==> src/rtl/muldiv_unit_if.sv <==
// Handshake and operand bundle between the execute stage and the iterative
// multiply/divide unit.
interface muldiv_unit_if #(
    parameter int XLEN = 32
);
    logic            start;
    logic [2:0]      func;
    logic [XLEN-1:0] din1;
    logic [XLEN-1:0] din2;
    logic            flush;
    logic            busy;
    logic            done;
    logic [XLEN-1:0] dout;

    modport master (
        output start, func, din1, din2, flush,
        input  busy, done, dout
    );

    modport slave (
        input  start, func, din1, din2, flush,
        output busy, done, dout
    );
endinterface

==> src/rtl/muldiv_unit.sv <==
// Iterative RV32M multiply/divide unit: a radix-2 shift-add multiplier and a
// restoring divider sharing one 2*XLEN-bit accumulator.
module muldiv_unit #(
    parameter int XLEN = 32
) (
    input  logic         clk,
    input  logic         rst,
    muldiv_unit_if.slave bus
);
    localparam int CNT_W = $clog2(XLEN) + 1;

    typedef enum logic [1:0] {IDLE, CALC, FIX, DONE} state_t;

    state_t            state_q, state_d;
    logic [CNT_W-1:0]  cnt_q, cnt_d;
    logic [2*XLEN-1:0] acc_q, acc_d;
    logic [XLEN-1:0]   opA_q, opA_d;
    logic [2:0]        func_q, func_d;
    logic              negRes_q, negRes_d;
    logic [XLEN-1:0]   dout_q, dout_d;

    logic            isDivIn;
    logic            signA;
    logic            signB;
    logic            divByZero;
    logic            divOverflow;
    logic [XLEN-1:0] magA;
    logic [XLEN-1:0] magB;

    // MULHSU treats only rs1 as signed; MUL needs no sign handling since its low half is sign-agnostic.
    assign isDivIn     = bus.func[2];
    assign signA       = bus.din1[XLEN-1] & ((bus.func == 3'b001) || (bus.func == 3'b010) ||
                                             (bus.func == 3'b100) || (bus.func == 3'b110));
    assign signB       = bus.din2[XLEN-1] & ((bus.func == 3'b001) || (bus.func == 3'b100) ||
                                             (bus.func == 3'b110));
    assign magA        = signA ? -bus.din1 : bus.din1;
    assign magB        = signB ? -bus.din2 : bus.din2;
    assign divByZero   = isDivIn && (bus.din2 == '0);
    assign divOverflow = isDivIn && !bus.func[0] &&
                         (bus.din1 == {1'b1, {(XLEN-1){1'b0}}}) && (bus.din2 == '1);

    logic [XLEN:0]     mulSum;
    logic [XLEN:0]     divTrial;
    logic [XLEN:0]     divDiff;
    logic [2*XLEN-1:0] mulNext;
    logic [2*XLEN-1:0] divNext;
    logic [2*XLEN-1:0] prodFix;
    logic [XLEN-1:0]   divRes;
    logic [XLEN-1:0]   divFix;

    // Multiply keeps the multiplier in the low half and shifts right; divide
    // keeps the dividend/quotient in the low half and shifts left.
    assign mulSum   = {1'b0, acc_q[2*XLEN-1:XLEN]} + ({1'b0, opA_q} & {(XLEN+1){acc_q[0]}});
    assign mulNext  = {mulSum, acc_q[XLEN-1:1]};
    assign divTrial = acc_q[2*XLEN-1:XLEN-1];
    assign divDiff  = divTrial - {1'b0, opA_q};
    assign divNext  = divDiff[XLEN] ? {divTrial[XLEN-1:0], acc_q[XLEN-2:0], 1'b0}
                                    : {divDiff[XLEN-1:0],  acc_q[XLEN-2:0], 1'b1};
    assign prodFix  = negRes_q ? -acc_q : acc_q;
    assign divRes   = func_q[1] ? acc_q[2*XLEN-1:XLEN] : acc_q[XLEN-1:0];
    assign divFix   = negRes_q ? -divRes : divRes;

    always_comb begin
        state_d  = state_q;
        cnt_d    = cnt_q;
        acc_d    = acc_q;
        opA_d    = opA_q;
        func_d   = func_q;
        negRes_d = negRes_q;
        dout_d   = dout_q;
        unique case (state_q)
            IDLE: begin
                if (bus.start && !bus.flush) begin
                    func_d = bus.func;
                    cnt_d  = '0;
                    if (isDivIn) begin
                        opA_d    = magB;
                        acc_d    = {{XLEN{1'b0}}, magA};
                        negRes_d = bus.func[1] ? signA : (signA ^ signB);
                    end else begin
                        opA_d    = magA;
                        acc_d    = {{XLEN{1'b0}}, magB};
                        negRes_d = signA ^ signB;
                    end
                    if (divByZero) begin
                        dout_d  = bus.func[1] ? bus.din1 : '1;
                        state_d = DONE;
                    end else if (divOverflow) begin
                        dout_d  = bus.func[1] ? '0 : bus.din1;
                        state_d = DONE;
                    end else begin
                        state_d = CALC;
                    end
                end
            end
            CALC: begin
                if (bus.flush) begin
                    state_d = IDLE;
                end else begin
                    acc_d = func_q[2] ? divNext : mulNext;
                    cnt_d = cnt_q + CNT_W'(1);
                    if (cnt_q == CNT_W'(XLEN - 1)) begin
                        state_d = FIX;
                    end
                end
            end
            FIX: begin
                if (bus.flush) begin
                    state_d = IDLE;
                end else begin
                    if (func_q[2]) begin
                        dout_d = divFix;
                    end else if (func_q[1:0] == 2'b00) begin
                        dout_d = prodFix[XLEN-1:0];
                    end else begin
                        dout_d = prodFix[2*XLEN-1:XLEN];
                    end
                    state_d = DONE;
                end
            end
            DONE: begin
                state_d = IDLE;
            end
            default: begin
                state_d = IDLE;
            end
        endcase
    end

    always_ff @(posedge clk or posedge rst) begin
        if (rst) begin
            state_q  <= IDLE;
            cnt_q    <= '0;
            acc_q    <= '0;
            opA_q    <= '0;
            func_q   <= '0;
            negRes_q <= 1'b0;
            dout_q   <= '0;
        end else begin
            state_q  <= state_d;
            cnt_q    <= cnt_d;
            acc_q    <= acc_d;
            opA_q    <= opA_d;
            func_q   <= func_d;
            negRes_q <= negRes_d;
            dout_q   <= dout_d;
        end
    end

    assign bus.busy = (state_q == CALC) || (state_q == FIX);
    assign bus.done = (state_q == DONE);
    assign bus.dout = dout_q;
endmodule

==> src/flat_wrapper.sv <==
// flat-port wrapper written by rule: the top's interface ports become plain ports
module muldiv_unit_flat 
#(
    parameter int XLEN = 32
)
  (clk, rst, bus_start, bus_func, bus_din1, bus_din2, bus_flush, bus_busy, bus_done, bus_dout);
  muldiv_unit_if #(.XLEN(XLEN)) bus_i ();
  input  logic clk;
  input  logic rst;
  input wire logic [$bits(bus_i.start)-1:0] bus_start;
  input wire logic [$bits(bus_i.func)-1:0] bus_func;
  input wire logic [$bits(bus_i.din1)-1:0] bus_din1;
  input wire logic [$bits(bus_i.din2)-1:0] bus_din2;
  input wire logic [$bits(bus_i.flush)-1:0] bus_flush;
  output wire logic [$bits(bus_i.busy)-1:0] bus_busy;
  output wire logic [$bits(bus_i.done)-1:0] bus_done;
  output wire logic [$bits(bus_i.dout)-1:0] bus_dout;
  assign bus_i.start = bus_start;
  assign bus_i.func = bus_func;
  assign bus_i.din1 = bus_din1;
  assign bus_i.din2 = bus_din2;
  assign bus_i.flush = bus_flush;
  assign bus_busy = bus_i.busy;
  assign bus_done = bus_i.done;
  assign bus_dout = bus_i.dout;
  muldiv_unit #(.XLEN(XLEN)) u_core (.clk(clk), .rst(rst), .bus(bus_i));
endmodule
==> config.mk <==
export PLATFORM = sky130hd
export DESIGN_NAME = muldiv_unit_flat
export DESIGN_NICKNAME = d
export VERILOG_FILES = /design/src/rtl/muldiv_unit_if.sv /design/src/rtl/muldiv_unit.sv /design/src/flat_wrapper.sv
export SDC_FILE = /design/constraint.sdc
export NUM_CORES = 1
export LEC_CHECK = 0
export CORE_UTILIZATION = 56
export CTS_CLUSTER_DIAMETER = 80
export DETAILED_ROUTE_END_ITERATION = 6
export PLACE_DENSITY = 0.86
export SYNTH_ARGS = -nofsm -noshare
export SYNTH_HDL_FRONTEND = slang
export SYNTH_SLANG_ARGS = --single-unit
==> constraint.sdc <==
create_clock -name clk -period 5.5 [get_ports clk]
set_clock_uncertainty 0.2 [all_clocks]
set_input_delay 1.375 -clock clk [delete_from_list [all_inputs] [get_ports clk]]
set_output_delay 1.375 -clock clk [all_outputs]
set_load 0.005 [all_outputs]
## After elaboration in Yosys (flattened, before gate mapping)

Index checks and enable logic that the tools add are counted.

| operators by class | value |
|---|---|
| add/sub/neg operators | 7 |
| equality and inequality tests | 15 |
| multiplexer cells | 33 |
| bitwise operators | 4 |
| reduce and logical (&&, ||, !) cells | 22 |

Operator list:

| cell | count |
|---|---|
| $mux W32 | 14 |
| $mux W64 | 5 |
| $pmux W64 S2 | 1 |
| $neg A32 Y32 | 3 |
| $eq A32 B32 Y1 const B | 2 |
| $neg A64 Y64 | 1 |
| $pmux W32 S2 | 1 |
| $add A32 B33 Y33 | 1 |
| $and A32 B33 Y33 | 1 |
| $sub A33 B32 Y33 | 1 |
| $logic_not A32 Y1 | 1 |
| $mux W2 | 6 |
| $mux W6 | 2 |
| $pmux W6 S2 | 1 |
| $pmux W2 S4 | 1 |
| $add A6 B1 Y6 const B | 1 |
| $eq A3 B3 Y1 const B | 2 |
| $eq A6 B5 Y1 const B | 1 |
| $logic_or A1 B1 Y1 | 6 |
| $logic_and A1 B1 Y1 | 5 |
| $eq A2 B2 Y1 const B | 2 |
| $logic_not A2 Y1 | 2 |
| $ne A2 B2 Y1 const B | 2 |
| $reduce_and A2 Y1 | 2 |
| 13 further kinds | 17 |

| storage, ports and cells | value |
|---|---|
| register bits | 140 |
| input bits | 71 |
| output and inout port bits | 34 |
| word-level logic and storage cells | 88 |

## Logic depth before layout (Yosys ltp)

Gate-level depths: netlist of the first run.

| depth | value |
|---|---|
| depth after elaboration | 9 |
| depth in mapped cells | 18 |
| depth with buffers taken out | 14 |

## Least setup slack after synthesis of the first run

Ideal clock, no wire load.

| path | value |
|---|---|
| kind | reg2reg |
| from | register u_core.func_q[1] |
| to | register u_core.dout_q[24] (netlist: u_core.bus.dout[24]) |
| library setup time | 95 ps |
| data arrival time | 4162 ps |
| required time | 5205 ps |
| path slack | 1043 ps |
| stages on the path, launching flop included | 18 |
| path buffers | 7 |
| clock period less this slack | 4457 ps |
| path through | dfrtp_1 -> buf_2 -> buf_2 -> buf_2 -> buf_1 -> clkbuf_1 -> buf_2 -> buf_1 -> mux2i_1 -> ha_1 -> o21ai_0 -> nor4_1 -> nand3_1 -> or2_2 -> o21ai_0 -> xor2_1 -> nor2_1 -> o31ai_1 |

| between the ends | value |
|---|---|
| word-level cells in the longest chain between the ends | 6 |
| elaborated cells between the ends (all ways) | 8 |
| those cells by class | add/sub: 1; mux: 6; reduce/logical: 1 |

RTL lines:

| item | RTL line | RTL |
|---|---|---|
| from (decl) | muldiv_unit.sv:18 | `logic [2:0] func_q, func_d;` |
| from (signal assigned) | muldiv_unit.sv:144 | `func_q <= func_d;` |
| $mux W32 | muldiv_unit.sv:60 | `assign divRes = func_q[1] ? acc_q[2*XLEN-1:XLEN] : acc_q[XLEN-1:0];` |
| $neg A32 Y32 | muldiv_unit.sv:61 | `assign divFix = negRes_q ? -divRes : divRes;` |
| $mux W32 | muldiv_unit.sv:61 |  |
| $mux W32 * | muldiv_unit.sv:111 | `if (func_q[2]) begin` |
| $mux W32 * | muldiv_unit.sv:108 | `if (bus.flush) begin` |
| $pmux W32 S2 * | muldiv_unit.sv:71 | `unique case (state_q)` |
| to (signal assigned) | muldiv_unit.sv:146 | `dout_q <= dout_d;` |
| to (decl) | muldiv_unit.sv:20 | `logic [XLEN-1:0] dout_q, dout_d;` |

Every way passes the cells marked *; elsewhere a longest branch is shown, timed or not. The select of a mux whose other input is x is not followed.
A chain may end at the register's enable or synchronous reset.

## Worst setup path after layout of the first run

| path | value |
|---|---|
| from | input bus_din2[2] |
| to | register u_core.dout_q[26] (netlist: u_core.bus.dout[26]) |

| between the ends | value |
|---|---|
| word-level cells in the longest chain between the ends | 5 |
| elaborated cells between the ends (all ways) | 9 |
| those cells by class | eq/ne: 2; mux: 3; reduce/logical: 4 |

RTL lines:

| item | RTL line | RTL |
|---|---|---|
| from (decl) | flat_wrapper.sv:13 | `input wire logic [$bits(bus_i.din2)-1:0] bus_din2;` |
| $logic_not A32 Y1 | muldiv_unit.sv:38 | `assign divByZero = isDivIn && (bus.din2 == '0);` |
| $logic_and A1 B1 Y1 | muldiv_unit.sv:38 |  |
| $mux W32 | muldiv_unit.sv:85 | `if (divByZero) begin` |
| $mux W32 | muldiv_unit.sv:73 | `if (bus.start && !bus.flush) begin` |
| $pmux W32 S2 | muldiv_unit.sv:71 |  |

Parallel ways exist; a longest one is shown, timed or not. The select of a mux whose other input is x is not followed.

==> impl_metrics.py, run 1 <==
metrics = {
    "run_status": {
        "run_status": "completed",
    },
    "synthesis": {
        "syn-num-nets": 2305,
        "yosys_register_bits": 140,
        "postSynthAreaPerCell_um2": 7.330,
        "yosys.area.top_type_share_pct": 22.15,
        "synth-edff-count": 0,
        "synth_largest_area_cell": "dfrtp_1",
        "synth_area_leaders": "dfrtp_1 (22%), xnor2_1 (6.9%), o21ai_0 (6.5%)",
        "syn_inst": 2158,
        "async_flop_share_pct": 100.0,
        "ys_seq_area_share_pct": 22.15,
        "netlist_area_um2": 15820,
        "ys_types": 75,
        "synth_ff_type": "dfrtp_1",
        "synth_warnings": 0,
    },
    "sta": {
        "rsz0062_at_grt": "false",
        "setup_viol": 0,
        "fin_crit_ps": 4833,
        "final_max_slew_viol_count": 0,
        "hold_ws_ps": 283.2,
        "setup_tns_ps": 0,
        "hold_viol": 0,
        "min_period_over_period_pct": 87.87,
        "worstMarginPinSlew_ps": 1271,
        "max_freq_ghz": 0.2069,
        "slew-limit-headroom_pct": 13.10,
    },
    "cts": {
        "root_buffer": "clkbuf_16",
        "clock-sinks": 140,
        "insertion_delay_ps": 440,
        "cts_resized": 0,
        "cts_setup_buffers": 0,
        "clockBufferDepth": 2,
        "htree_levels": 4,
        "clk_pin_slew_ps": 60,
        "ctsHoldBuffers": 0,
        "cts_tree": "done",
        "numCtsBuffers": 17,
    },
    "detailed_routing": {
        "drc_errors": 0,
        "drtIter0Drc": 2550,
        "drt-total-wl_um": 59950,
        "routed_via_density": 6.688,
        "vias": 17148,
        "wl_per_cell_um": 23.38,
        "detail-route-antenna-nets": 0,
        "dr.pass1.iters": 6,
    },
    "power": {
        "ir_worst_vdd_v": 0.0003910,
        "p_per_area_nw_per_um2": 650.5,
        "leakage_uw": 0.007369,
    },
    "die": {
        "core_um2": 27780,
        "rows": 61,
        "ioPinCount": 105,
        "die_w_um": 170.1,
        "fp.dieArea_um2": 28920,
        "start_util_pct": 56.94,
        "die_h_um": 170.1,
    },
    "setup_path": {
        "reg2reg_slack_ps": 800,
        "cp.required_ps": 5650,
        "critPathLaunchType": "input port",
        "cp_max_fo": 12,
        "path_class": "in2reg",
        "reg2reg_depth": 14,
        "cp.arrival_ps": 4980,
        "worstReg2RegEnd": "u_core.acc_q[42]",
        "timing.rr.start": "u_core.opA_q[0]",
        "crit_start": "bus_din2[2]",
        "setup.worst_path.end_class": "flop",
        "cp-endpoint": "u_core.bus.dout[26]",
    },
    "grt": {
        "grt_pass1_vias": 15617,
        "gr-usage-met3_pct": 11.05,
        "grt-busiest-layer": "met2",
        "antenna_found_initial": 1,
        "grt_pass1_wl_um": 90990,
        "grt_start_max_net_pins": 97,
        "grt_use_met2_pct": 61.33,
        "use_met1_pct": 55.55,
        "grt.overflow.total": 0,
        "grt_usage_pct": 41.44,
    },
    "place": {
        "dp_hpwl_um": 45580,
        "port_buffers": 104,
        "place_area_um2": 17110,
        "gp_congestion": 1.097,
    },
    "final_layout": {
        "final_area_um2": 17720,
        "area_growth_pct": 11.99,
        "layout.nets": 2320,
        "drive_above_1_share_pct": 6.590,
    },
    "min_path": {
        "hold_class": "reg2reg",
    },
    "job": {
        "drv_cap": 0,
    },
}
[how the worst min path moves through the flow]
stage / start / endpoint / slack, ps / depth (start not counted)
2_1_floorplan: u_core.opA_q[10] / u_core.opA_q[10] / 250 / 2
3_3_place_gp: u_core.bus.dout[1] / u_core.bus.dout[1] / 260 / 2
3_5_place_dp: u_core.bus.dout[11] / u_core.bus.dout[11] / 270 / 1
4_1_cts: u_core.bus.dout[5] / u_core.bus.dout[5] / 290 / 2
5_1_grt: u_core.opA_q[30] / u_core.opA_q[30] / 310 / 2
6_report: u_core.bus.dout[6] / u_core.bus.dout[6] / 280 / 2
[flip-flops by register name, summed over array words and instances, names as in the netlist]
signal / cells
u_core.func_q: 3
u_core.bus.dout: 32
u_core.negRes_q: 1
u_core.opA_q: 32
u_core.cnt_q: 6
u_core.state_q: 2
u_core.acc_q: 64
[worst max-delay path: stages]
cell and delay [ps]:
clkdlybuf4s50_1 520, or4_1 600, nor4_1 180, buf_4 160, and3b_1 220, nand4_1 250, nor2_2 210, nor3_1 120
or2_1 440, nor2_1 580, a22oi_1 190, o21ai_0 130
[routing by layer]
metal  routed length (µm)  vias up
li1                     -     7775
met1                23890     8007
met2                25380     1170
met3                 7523      194
met4                 3143        2
met5                   12        -
[cell usage after synthesis (all sizes together), types with 6 or more instances]
cell type,n
a211o,6
a211oi,47
a21o,30
a21oi,204
a22oi,27
a31oi,10
and2,9
and3,12
buf,21
clkbuf,135
dfrtp,140
ha,74
inv,80
maj3,27
mux2,33
mux2i,57
nand2,231
nand2b,26
nand3,20
nand4,17
nor2,231
nor2b,9
nor3,46
nor3b,8
nor4,20
o211ai,19
o21a,16
o21ai,211
o21bai,8
o221ai,11
o22ai,13
o31ai,33
o41ai,16
or2,13
or3,21
or4,19
xnor2,125
xor2,74
[where the power goes]
group / switching (µW) / total, µW / internal, µW
registers: 916 / 2380 / 1460
clock network: 519 / 1240 / 722
logic: 4710 / 7900 / 3200
total: 6140 / 11500 / 5380
[stage by stage]
stage,power (µW),instances,setup WS (ps),utilization (%)
floorplan,7597,2158,172.1,-
global placement,9739,2532,391.0,61.57
detailed placement,9900,2532,379.2,61.57
CTS,11200,2563,751.2,63.76
global route,12170,2563,488.8,63.76
finish,11520,2564,667.0,63.77
[kinds of logic (layout without fill, tap and decap cells)]
family | count (synthesis) | after routing | synth area share [%]
and+or+nand+nor | 700 | 700 | 20.63
AOI/OAI and AO/OA | 690 | 690 | 26.68
buffers and inverters | 236 | 263 | 5.734
xor gates and xnor gates | 199 | 199 | 11.02
DFF | 140 | 140 | 22.15
adders and majority gates | 103 | 103 | 7.815
muxes | 90 | 90 | 5.980
other | 0 | 1 | 0
[cell usage in the layout, fill, tap and decap left out, drive strengths merged, types with 17 or more instances in the layout]
cell type	count
nand3	20
a21oi	204
xnor2	125
nand4	17
mux2i	57
xor2	74
nand2	231
buf	49
nor4	20
o31ai	33
a211oi	47
o21ai	211
mux2	33
a21o	30
maj3	27
a22oi	27
o211ai	19
nor3	46
inv	86
nand2b	26
dfrtp	140
or4	19
clkdlybuf4s50	103
nor2	231
clkbuf	17
or3	21
ha	74
[area by class of cell]
| class | count | area (µm²) |
|---|---|---|
| multi-input combinational | 1782 | 11420 |
| fill | 2502 | 10070 |
| sequential | 140 | 3507 |
| timing repair buffer | 152 | 1396 |
| tap | 378 | 473.0 |
| clock buffer | 17 | 425.4 |
| inverter | 80 | 305.3 |
| clock inverter | 14 | 182.7 |
| antenna | 1 | 2.502 |
(Power assumes the default switching activity.)
==> run 2: changes to the inputs <==
- SKIP_CTS_REPAIR_TIMING: unset -> 1
==> results of run 2 <==
Final layout, timing and power as in run 1 (identical DEF).
